### config.mk
export PLATFORM = sky130hd
export DESIGN_NAME = spu_mem_port_ctrl
export DESIGN_NICKNAME = d
export VERILOG_FILES = /design/src/rtl/spu_mem_port_ctrl.sv
export SDC_FILE = /design/constraint.sdc
export NUM_CORES = 1
export LEC_CHECK = 0
export ABC_AREA = 0
export BUFFER_PORTS_ARGS = -buffer_cell sky130_fd_sc_hd__buf_4
export CORE_AREA = 2 2 244 246
export DETAILED_ROUTE_END_ITERATION = 16
export DIE_AREA = 0 0 246 248
export PLACE_DENSITY_LB_ADDON = 0.15
export SLEW_MARGIN = 20
export SYNTH_ARGS = -nofsm -noshare
export SYNTH_HDL_FRONTEND = slang
export SYNTH_SLANG_ARGS = --single-unit
### constraint.sdc
create_clock -name clk_100mhz -period 2.8 [get_ports clk_100mhz]
set_input_delay 0.28 -clock clk_100mhz [delete_from_list [all_inputs] [get_ports clk_100mhz]]
set_output_delay 0.28 -clock clk_100mhz [all_outputs]
set_load 0.05 [all_outputs]
### src/rtl/spu_mem_port_ctrl.sv
// SPU memory port controller: initiator on the 128-bit SPU port (port B) of the
// shared main data memory. Takes burst read/write commands from the SPU, drives the
// memory enable/strobes/address/data, and buffers read returns in a small FIFO with
// valid/ready flow control back to the SPU.
//
// Optional feature (macro SPU_MEM_BOUNDS_CHECK_EN): refuse bursts whose last word
// would fall at or beyond MEM_WORDS, pulsing err and done without touching memory.
// When the macro is undefined, err is tied 0 and addresses wrap modulo 2^ADDR_W.
module spu_mem_port_ctrl #(
  parameter int unsigned ADDR_W     = 32,
  parameter int unsigned LEN_W      = 8,
  parameter int unsigned RD_LAT     = 1,
  parameter int unsigned FIFO_DEPTH = 4,
  parameter int unsigned MEM_WORDS  = 4096
) (
  input  logic              clk_100mhz,
  input  logic              rst_n,
  input  logic              cmd_valid,
  output logic              cmd_ready,
  input  logic              cmd_write,
  input  logic [ADDR_W-1:0] cmd_addr,
  input  logic [LEN_W-1:0]  cmd_len,
  input  logic              wr_valid,
  output logic              wr_ready,
  input  logic [127:0]      wr_data,
  input  logic [15:0]       wr_strb,
  output logic              rd_valid,
  input  logic              rd_ready,
  output logic [127:0]      rd_data,
  output logic              rd_last,
  output logic              done,
  output logic              err,
  output logic              mem_en,
  output logic [15:0]       mem_we,
  output logic [ADDR_W-1:0] mem_addr,
  output logic [127:0]      mem_wdata,
  input  logic [127:0]      mem_rdata
);

  localparam int unsigned PtrW = $clog2(FIFO_DEPTH);
  localparam int unsigned CntW = $clog2(FIFO_DEPTH + 1);
  localparam logic [CntW:0] DepthC = (CntW + 1)'(FIFO_DEPTH);

  typedef enum logic [1:0] {StIdle, StWr, StRd} state_e;

  state_e              state_q, state_d;
  logic                armed_q;
  logic [ADDR_W-1:0]   addr_q, addr_d;
  logic [LEN_W-1:0]    len_q, len_d;
  logic [LEN_W:0]      cnt_q, cnt_d;   // write beats accepted / read beats issued
  logic [LEN_W:0]      pop_q, pop_d;   // read beats handed to the SPU
  logic                done_q, done_d;
  logic [RD_LAT-1:0]   vpipe_q, vpipe_d;
  logic [127:0]        fifo_q [FIFO_DEPTH];
  logic [127:0]        fifo_d [FIFO_DEPTH];
  logic [PtrW-1:0]     wptr_q, wptr_d, rptr_q, rptr_d;
  logic [CntW-1:0]     fcnt_q, fcnt_d;
  logic [CntW-1:0]     infl;
  logic [CntW:0]       occ;
  logic                issue, push, pop, bad_cmd;

`ifdef SPU_MEM_BOUNDS_CHECK_EN
  logic                err_q, err_d;
  logic [ADDR_W:0]     end_addr;

  // Last word of the burst, computed one bit wider so it cannot wrap past the check.
  always_comb begin
    end_addr = {1'b0, cmd_addr} + (ADDR_W + 1)'(cmd_len);
    bad_cmd  = end_addr >= (ADDR_W + 1)'(MEM_WORDS);
  end

  assign err = err_q;
`else
  logic unused_mem_words;
  assign unused_mem_words = ^MEM_WORDS;
  assign bad_cmd = 1'b0;
  assign err     = 1'b0;
`endif

  // Read-return flow: FIFO head is presented whenever the FIFO holds data.
  assign rd_valid = (fcnt_q != '0);
  assign rd_data  = rd_valid ? fifo_q[rptr_q] : '0;
  assign rd_last  = rd_valid && (pop_q == {1'b0, len_q});
  assign pop      = rd_valid && rd_ready;
  assign push     = vpipe_q[RD_LAT-1];
  assign done     = done_q;

  // Reads in flight in the memory pipeline plus FIFO occupancy bound new issues.
  always_comb begin
    infl = '0;
    for (int i = 0; i < RD_LAT; i++) begin
      infl = infl + CntW'(vpipe_q[i]);
    end
    occ = {1'b0, fcnt_q} + {1'b0, infl};
  end

  // Main FSM: command accept, write beat forwarding, read issue and completion.
  always_comb begin
    state_d   = state_q;
    addr_d    = addr_q;
    len_d     = len_q;
    cnt_d     = cnt_q;
    pop_d     = pop_q;
    done_d    = 1'b0;
`ifdef SPU_MEM_BOUNDS_CHECK_EN
    err_d     = 1'b0;
`endif
    cmd_ready = 1'b0;
    wr_ready  = 1'b0;
    mem_en    = 1'b0;
    mem_we    = '0;
    mem_addr  = '0;
    mem_wdata = '0;
    issue     = 1'b0;

    unique case (state_q)
      StIdle: begin
        cmd_ready = armed_q;
        if (cmd_valid && armed_q) begin
          addr_d = cmd_addr;
          len_d  = cmd_len;
          cnt_d  = '0;
          pop_d  = '0;
          if (bad_cmd) begin
            // Refused burst: no memory access, just report and stay idle.
            done_d = 1'b1;
`ifdef SPU_MEM_BOUNDS_CHECK_EN
            err_d  = 1'b1;
`endif
          end else begin
            state_d = cmd_write ? StWr : StRd;
          end
        end
      end

      StWr: begin
        wr_ready = 1'b1;
        if (wr_valid) begin
          mem_en    = 1'b1;
          mem_we    = wr_strb;
          mem_addr  = addr_q;
          mem_wdata = wr_data;
          addr_d    = addr_q + ADDR_W'(1);
          cnt_d     = cnt_q + (LEN_W + 1)'(1);
          if (cnt_q == {1'b0, len_q}) begin
            done_d  = 1'b1;
            state_d = StIdle;
          end
        end
      end

      StRd: begin
        if ((occ < DepthC) && (cnt_q <= {1'b0, len_q})) begin
          issue    = 1'b1;
          mem_en   = 1'b1;
          mem_addr = addr_q;
          addr_d   = addr_q + ADDR_W'(1);
          cnt_d    = cnt_q + (LEN_W + 1)'(1);
        end
        if (pop) begin
          pop_d = pop_q + (LEN_W + 1)'(1);
          if (pop_q == {1'b0, len_q}) begin
            done_d  = 1'b1;
            state_d = StIdle;
          end
        end
      end

      default: state_d = StIdle;
    endcase
  end

  // Read valid pipe and return FIFO bookkeeping.
  always_comb begin
    vpipe_d[0] = issue;
    for (int i = 1; i < RD_LAT; i++) begin
      vpipe_d[i] = vpipe_q[i-1];
    end
    fifo_d = fifo_q;
    wptr_d = wptr_q;
    rptr_d = rptr_q;
    fcnt_d = fcnt_q;
    if (push) begin
      fifo_d[wptr_q] = mem_rdata;
      wptr_d         = wptr_q + PtrW'(1);
    end
    if (pop) begin
      rptr_d = rptr_q + PtrW'(1);
    end
    if (push && !pop) begin
      fcnt_d = fcnt_q + CntW'(1);
    end else if (pop && !push) begin
      fcnt_d = fcnt_q - CntW'(1);
    end
  end

  // State registers; reset aborts any burst and flushes the read path.
  always_ff @(posedge clk_100mhz or negedge rst_n) begin
    if (!rst_n) begin
      state_q <= StIdle;
      armed_q <= 1'b0;
      addr_q  <= '0;
      len_q   <= '0;
      cnt_q   <= '0;
      pop_q   <= '0;
      done_q  <= 1'b0;
      vpipe_q <= '0;
      wptr_q  <= '0;
      rptr_q  <= '0;
      fcnt_q  <= '0;
      for (int i = 0; i < FIFO_DEPTH; i++) begin
        fifo_q[i] <= '0;
      end
`ifdef SPU_MEM_BOUNDS_CHECK_EN
      err_q   <= 1'b0;
`endif
    end else begin
      state_q <= state_d;
      armed_q <= 1'b1;
      addr_q  <= addr_d;
      len_q   <= len_d;
      cnt_q   <= cnt_d;
      pop_q   <= pop_d;
      done_q  <= done_d;
      vpipe_q <= vpipe_d;
      wptr_q  <= wptr_d;
      rptr_q  <= rptr_d;
      fcnt_q  <= fcnt_d;
      fifo_q  <= fifo_d;
`ifdef SPU_MEM_BOUNDS_CHECK_EN
      err_q   <= err_d;
`endif
    end
  end

endmodule

Word-level counts from Yosys, hierarchy flattened
Index checks and enable logic that the tools add are counted.
Word-level totals
  bits in registers: 582
  bits of input ports: 318
  output and inout port bits: 311
  logic and storage cells: 102
Cells by class
  $add $sub $neg: 8
  magnitude comparators: 5
  eq/ne operators: 10
  mux-type cells: 44
  bitwise gates (word level): 2
  reductions and logical operators: 18
Operators by type and width (number)
  $mux W128: 6
  $bwmux W512: 1
  $bmux W128 S2: 1
  $demux W128 S2: 1
  $mux W32: 5
  $pmux W32 S3: 1
  $pmux W32 S2: 1
  $mux W9: 4
  $add A32 B1 Y32 const B: 1
  $mux W16: 2
  $pmux W9 S3: 1
  $add A9 B1 Y9 const B: 2
  $eq A9 B8 Y1: 2
  $pmux W9 S2: 1
  $mux W2: 6
  $ne A2 B2 Y1 const B: 6
  $le A9 B8 Y1: 1
  $mux W1: 9
  $logic_and A1 B1 Y1: 7
  $ge A3 B3 Y1 const B: 2
  $mux W3: 2
  $not A2 Y3: 2
  $pmux W2 S3: 1
  $reduce_bool A3 Y1: 2
  other kinds (16): 20

Depth between registers and ports, before layout
Gate-level depths: netlist of run 1.
  depth after elaboration: 6
  mapped depth: 12
  gate-level depth less buffers: 9

Worst setup path after synthesis of run 1
No wires, ideal clock.
  kind: reg-to-output
  from: reg cnt_q[6]
  to: out mem_addr[11]
  data arrival time: 2.923 ns
  data required time: 2.520 ns
  slack: -0.403 ns
  stages on the path, launching flop included: 9
  path buffers: 1
  cell sequence: dfrtp_1 > ha_1 > and3_1 > or3b_2 > o31ai_1 > o211ai_1 > a21oi_1 > clkbuf_1 > and2_1
On the way
  word-level cells in the longest chain between the ends: 4
Ends and longest elaborated chain
  start: declaration: RTL line 50  | logic [LEN_W:0] cnt_q, cnt_d;
  start signal: assignment: RTL line 222  | cnt_q <= cnt_d;
  $le A9 B8 Y1: RTL line 153  | if ((occ < DepthC) && (cnt_q <= {1'b0, len_q})) begin
  $logic_and A1 B1 Y1: RTL line 153
  $mux W32: RTL line 153
  $pmux W32 S2: RTL line 116  | unique case (state_q)
  end: declaration: RTL line 35  | output logic [ADDR_W-1:0] mem_addr,
No other way between the ends.

Worst setup path after layout of run 1
  from: reg cnt_q[4]
  to: out mem_addr[12]
The elaborated chain is that of the path after synthesis.

==> metrics, run 1 <==
post-route clock period utilization=1.152; post-synthesis register bit count=582; post-synthesis async set-or-reset flop share=1.000; Worst VDD drop=1138 uV; Cells after Synth=2094; clk sinks=582; CP Max Fanout=16; initial antenna violation count=24; worst hold start=cmd_addr[23]; GRT overflow=0; Die ar.=61010 um^2; # DRC=0; RSZ-0062 raised after global routing=yes; Worst Setup End Kind=output port; register area share after synthesis=0.5144; Synth Net Count=2433; area of the multi-input gates=13210 um^2; root buffer cell=clkbuf_16; arrival time worst endpoint=2.95 ns; vias in the first global route=21810; Die Wd=246 um; Worst Setup SP=cnt_q[4]$_DFFE_PN0P_; # setup viols final=33; Global Route Usage Sum=0.3055; yosys warns=0; critical path class=reg2out; Layout area overhead=36.35%; initial drt markers=1325; Leakage=0.01768 uW; I/O Pins=629; Clock Pin Slew Worst Setup and Hold Paths=0.06 ns; most common cell after layout, fill and taps aside=buf_4; H-tree depth=2; fraction of layout cells with a size suffix above 1=0.5211; global-route wire length before repair=139200 um; die height=248 um; non-filler cells, final=3708; Initial Utilization=0.4843; Netlist cell types=63; Avg Inst Size Synth=13.52 um^2; DP Area=34360 um^2; Inserted Clock Buffers=61; Fmax=310.0 MHz; clk buf depth=3; CTS tree=built; post-route ant nets=0; worst path required time=2.52 ns; routed length per instance=25.59 um; max_slew headroom=0.5532; Max Clock Skew=0.01928 ns; DP Wirelength=67960 um; Placed Cells=3402; mapped cell area=28310 um^2; Startpoint Class=flip-flop; commonest non-fill, non-tap cells in the layout=653 x buf_4, 580 x dfrtp_1, 521 x mux2_2; Core Rows=89; Routed WL=94880 um; routability cong.=1.017; worst skew pair latency=0.63 ns; Hold Path Class=in2reg; Slew @ Worst Pin=0.6702 ns; fin crit period=3.226 ns; status=finished with violations; Max Cap Violations=0; violated checks=setup timing; via count=20990; core area=58460 um^2; pwr/cell area=1379 nW/um^2; Pwr Total=53220 uW; DRT Pass-1 Iters=5; top_reg_cell synth=dfrtp_1; # fillers=4352; PortBufs=627; Seq. cell area=14570 um^2; EDFF count, synth=0; final instance area=38600 um^2; FF-to-FF Start=len_q[5]$_DFFE_PN0P_; Via density=5.661; slack of the critical path=-0.4256 ns; final hold viol count=0; Final Max Tran Viols=0; largest net degree at the start of global routing=131; fin nets=3210
final cells by class:
type                    count  area share
diodes                     18    0.001167
inverters                  20    0.001945
flip-flops and latches    582      0.3775
repair buffers            879      0.1988
well taps                 773     0.02505
multi-input cells        1327      0.3422
clock buffers              84     0.04440
clock inverters            25    0.008946
Yosys cell counts (5+ instances only):
| master | n | share of area |
|---|---|---|
| nand3_1 | 48 | 0.0085 |
| nor2_1 | 22 | 0.0029 |
| xor2_1 | 15 | 0.0046 |
| or3_1 | 6 | 0.0013 |
| a21oi_1 | 12 | 0.0021 |
| mux2_2 | 521 | 0.21 |
| nand2_1 | 68 | 0.0090 |
| a31oi_1 | 5 | 0.0011 |
| o21ai_0 | 32 | 0.0057 |
| mux4_2 | 128 | 0.10 |
| nor3_1 | 7 | 0.0012 |
| clkbuf_1 | 129 | 0.017 |
| ha_1 | 20 | 0.0088 |
| and3_1 | 153 | 0.034 |
| nor4_1 | 25 | 0.0055 |
| buf_1 | 14 | 0.0019 |
| and2_1 | 162 | 0.036 |
| o211ai_1 | 8 | 0.0021 |
| nand4_1 | 15 | 0.0033 |
| buf_2 | 19 | 0.0034 |
| a211o_1 | 22 | 0.0068 |
| dfrtp_1 | 582 | 0.51 |
| inv_1 | 19 | 0.0025 |
worst paths after layout:
| kind | endpoint | slack (ns) | cells after the start |
|---|---|---|---|
| min reg2reg | fifo_q[39]$_DFFE_PN0P_ | 0.50 | 1 |
| max reg2reg | addr_q[14]$_DFFE_PN0P_ | 0.17 | 10 |
| max | mem_addr[12] | -0.43 | 10 |
| min | addr_q[23]$_DFFE_PN0P_ | 0.04 | 4 |
| min in group asynchronous | fifo_q[278]$_DFFE_PN0P_ | 0.17 | 2 |
| max in group asynchronous | fifo_q[378]$_DFFE_PN0P_ | 1.57 | 4 |
worst max-delay path, stage by stage, from the launching register on:
cell and delay [ns]:
dfrtp_1 0.41, ha_4 0.30, nand4_1 0.14, or3b_4 0.41, o31ai_2 0.07, o211ai_1 0.16
a21oi_2 0.19, buf_6 0.16, buf_16 0.15, and2_1 0.15, buf_6 0.16
report_power, final:
part | leakage (uW) | internal, uW | switching (uW)
clock network | 0.000994 | 4840 | 3470
logic | 0.00986 | 12700 | 17000
registers | 0.00683 | 12700 | 2520
stage by stage:
step	utilization	setup slack, ns	hold WS [ns]	setup TNS [ns]
2_1_floorplan	-	0.04977	-0.01559	0
3_5_place_dp	0.5878	-0.009273	0.2736	-0.01934
3_3_place_gp	0.5878	0.05404	0.2650	0
6_report	0.6603	-0.4256	0.03736	-13.20
5_1_grt	0.6601	-0.5740	0.04140	-17.93
4_1_cts	0.6557	-0.4580	0.003839	-14.23
cells by family (layout without fill, tap and decap cells):
logic type,count (synthesis),after routing,share of synthesized area
compound gates,100,100,0.02470
xor+xnor,19,19,0.005878
fa+ha+maj,21,21,0.009546
buf+inv,185,1008,0.02559
flops,582,582,0.5144
mux,653,653,0.3105
other cells,2,20,0.0002653
simple gates,532,532,0.1092
routing by layer:
layer,track usage,wire length [um],share of wire
met1,0.4029,39020,0.41
met2,0.4936,46030,0.49
met3,0.06261,6091,0.064
met4,0.1303,3715,0.039
met5,0,25,0.00026
flip-flops by register name, summed over array words and instances (netlist names):
| register | count |
|---|---|
| wptr_q | 2 |
| addr_q | 32 |
| len_q | 8 |
| armed_q | 1 |
| rptr_q | 2 |
| push | 1 |
| cnt_q | 9 |
| state_q | 2 |
| fcnt_q | 3 |
| fifo_q | 512 |
| pop_q | 9 |
| done | 1 |
timing repair:
action | CTS | global route
buffers inserted | 11 | 9
pin swaps | 5 | 7
endpoints found under the hold margin | 592 | 0
endpoints found under the setup margin | 113 | 43
cloned | 2 | 1
hold buffers | 156 | 0
resized for setup | 49 | 42
(Power assumes the default switching activity.)
==> run 2: changes to the inputs <==
--- a/config.mk
+++ b/config.mk
@@ -11,6 +11,7 @@
 export DETAILED_ROUTE_END_ITERATION = 16
 export DIE_AREA = 0 0 246 248
 export PLACE_DENSITY_LB_ADDON = 0.15
+export REMOVE_ABC_BUFFERS = 1
 export SLEW_MARGIN = 20
 export SYNTH_ARGS = -nofsm -noshare
 export SYNTH_HDL_FRONTEND = slang
==> metrics, run 2 (synthesis results as in run 1) <==
status=finished with violations (unchanged); violated checks=setup timing (unchanged); DRT Pass-1 Iters=6 (was 5); Hold Path End=addr_q[1]$_DFFE_PN0P_ (was addr_q[23]$_DFFE_PN0P_); worst path cell trace=ha_4, and3_4, or3b_4, o31ai_4, o211ai_1, a21oi_2, buf_6, clkbuf_16, and2_4, buf_8 (was ha_4, nand4_1, or3b_4, o31ai_2, o211ai_1, a21oi_2, buf_6, buf_16, and2_1, buf_6); Slew @ Worst Pin=0.8921 ns (was 0.6702 ns); most common cell after layout, fill and taps aside=buf_4 (unchanged); Die ar.=61010 um^2 (unchanged); post-route ant nets=0 (unchanged); Layout area overhead=37.71% (was 36.35%); worst hold path depth=3 (was 4); Via density=5.678 (was 5.661); initial drt markers=1171 (was 1325); Routed WL=93690 um (was 94880 um); Fmax=309.5 MHz (was 310.0 MHz); FF-to-FF Start=len_q[5]$_DFFE_PN0P_ (unchanged); fin nets=3212 (was 3210); vias in the first global route=21890 (was 21810); worst r2r dst=addr_q[25]$_DFFE_PN0P_ (was addr_q[14]$_DFFE_PN0P_); Clock Pin Slew Worst Setup and Hold Paths=0.06 ns (about the same); DP Wirelength=66200 um (was 67960 um); crit-path max cell delay=0.41 ns (about the same); CP Max Fanout=8 (was 16); final hold viol count=0 (unchanged); Hold Path Class=in2reg (unchanged); fin crit period=3.231 ns (was 3.226 ns); DP Area=34480 um^2 (was 34360 um^2); WHS=0.04203 ns (was 0.03736 ns); Inserted Clock Buffers=61 (unchanged); Leakage=0.01787 uW (was 0.01768 uW); Largest Register=fifo_q (unchanged); met1 Use GR=0.3831 (was 0.4029); Max Cap Violations=0 (unchanged); Worst VDD drop=1495 uV (was 1138 uV); # setup viols final=33 (unchanged); root buffer cell=clkbuf_16 (unchanged); GRT overflow=0 (unchanged); clk sinks=582 (unchanged); die height=248 um (unchanged); pwr/cell area=1372 nW/um^2 (was 1379 nW/um^2); Final Max Tran Viols=0 (unchanged); Largest register FFs=512 (unchanged); H-tree depth=2 (unchanged); final instance area=38990 um^2 (was 38600 um^2); arrival time worst endpoint=2.95 ns (about the same); # DRC=0 (unchanged); # fillers=4255 (was 4352); initial antenna violation count=39 (was 24); Max Clock Skew=0.03721 ns (was 0.01928 ns); slack of the critical path=-0.4309 ns (was -0.4256 ns); critical path class=reg2out (unchanged); fraction of layout cells with a size suffix above 1=0.5301 (was 0.5211); Initial Utilization=0.4843 (unchanged); grt met3 use=0.1193 (was 0.06261); worst path required time=2.52 ns (about the same); global-route wire length before repair=138400 um (was 139200 um); Register-to-Register Path Depth=10 (unchanged); largest net degree at the start of global routing=131 (unchanged); PortBufs=627 (unchanged); commonest non-fill, non-tap cells in the layout=640 x buf_4, 580 x dfrtp_1, 521 x mux2_2 (was 653 x buf_4, 580 x dfrtp_1, 521 x mux2_2); max_slew headroom=0.4053 (was 0.5532); CTS tree=built (unchanged); worst skew pair latency=0.62 ns (was 0.63 ns); RSZ-0062 raised after global routing=yes (unchanged); via count=21100 (was 20990); Core Rows=89 (unchanged); Seq. cell area=14570 um^2 (unchanged); most used routing layer=met2 (unchanged); routed length per instance=25.21 um (was 25.59 um); slowest CP cell=dfrtp_1 (unchanged); Startpoint Class=flip-flop (unchanged); Largest regs=fifo_q (512), addr_q (32) (unchanged); post-route clock period utilization=1.154 (was 1.152); met2 usage=0.4741 (was 0.4936); Die Wd=246 um (unchanged); clk buf depth=3 (unchanged); area of the multi-input gates=13250 um^2 (was 13210 um^2); Global Route Usage Sum=0.3039 (was 0.3055); R2R Setup Slk=0.20 ns (was 0.17 ns); I/O Pins=629 (unchanged); worst hold start=cmd_addr[1] (was cmd_addr[23]); routability cong.=1.185 (was 1.017); core area=58460 um^2 (unchanged); Worst Setup End Kind=output port (unchanged)
run 2: repair_timing:
| action | in CTS | in global routing |
|---|---|---|
| buffers inserted | 8 | 2 |
| endpoints found under the hold margin | 597 | 0 |
| hold buffers | 153 | 0 |
| pin swaps | 5 | 5 |
| cloned | 2 | 4 |
| resized for setup | 81 | 55 |
| endpoints found under the setup margin | 57 | 65 |
run 2: final cells by class:
cell class                      count  share of cell area
Sequential cell                   582              0.3737
Clock buffer                       89             0.04756
Antenna cell                       17            0.001091
Clock inverter                     27            0.008986
Timing Repair Buffer              881              0.2021
Tap cell                          773             0.02481
Multi-Input combinational cell   1327              0.3398
Inverter                           20            0.001925
run 2: power breakdown:
| group | internal [uW] | switching, uW |
|---|---|---|
| clock | 5240 | 3430 |
| sequential | 12700 | 2500 |
| combinational | 12900 | 16700 |
run 2: worst max-delay path: cells and delay by family, from the launching register on:
family	cells	cell delay, ns
compound gates	3	0.42
simple gates	3	0.72
fa+ha+maj	1	0.27
buf+inv	3	0.52
flops	1	0.41
run 2: through the flow:
step / cells / setup TNS (ns) / worst slack, ns / total power [uW] / utilization
2_1_floorplan: 1929 / -1286.69 / -3.457 / 33860 / -
3_3_place_gp: 3414 / 0 / 0.1337 / 43100 / 0.5897
3_5_place_dp: 3414 / 0 / 0.04127 / 43810 / 0.5897
4_1_cts: 3693 / -12.28 / -0.4056 / 53200 / 0.6607
5_1_grt: 3704 / -15.99 / -0.5260 / 56070 / 0.6664
6_report: 3716 / -12.71 / -0.4309 / 53510 / 0.6669
run 2: worst max-delay path by stage:
stage	startpoint	end	slack, ns	depth (start not counted)
6_report	cnt_q[7]$_DFFE_PN0P_	mem_addr[20]	-0.43	10
5_1_grt	len_q[2]$_DFFE_PN0P_	mem_addr[20]	-0.53	11
4_1_cts	len_q[6]$_DFFE_PN0P_	mem_addr[26]	-0.41	11
3_5_place_dp	len_q[4]$_DFFE_PN0P_	mem_addr[20]	0.04	10
3_3_place_gp	len_q[4]$_DFFE_PN0P_	mem_addr[29]	0.13	10
2_1_floorplan	rptr_q[0]$_DFFE_PN0P_	rd_data[0]	-3.46	2
run 2: metal layers:
layer	vias up	share of wire
li1	9267	-
met4	38	0.043
met3	226	0.094
met5	-	0.0026
met1	10830	0.40
met2	735	0.46
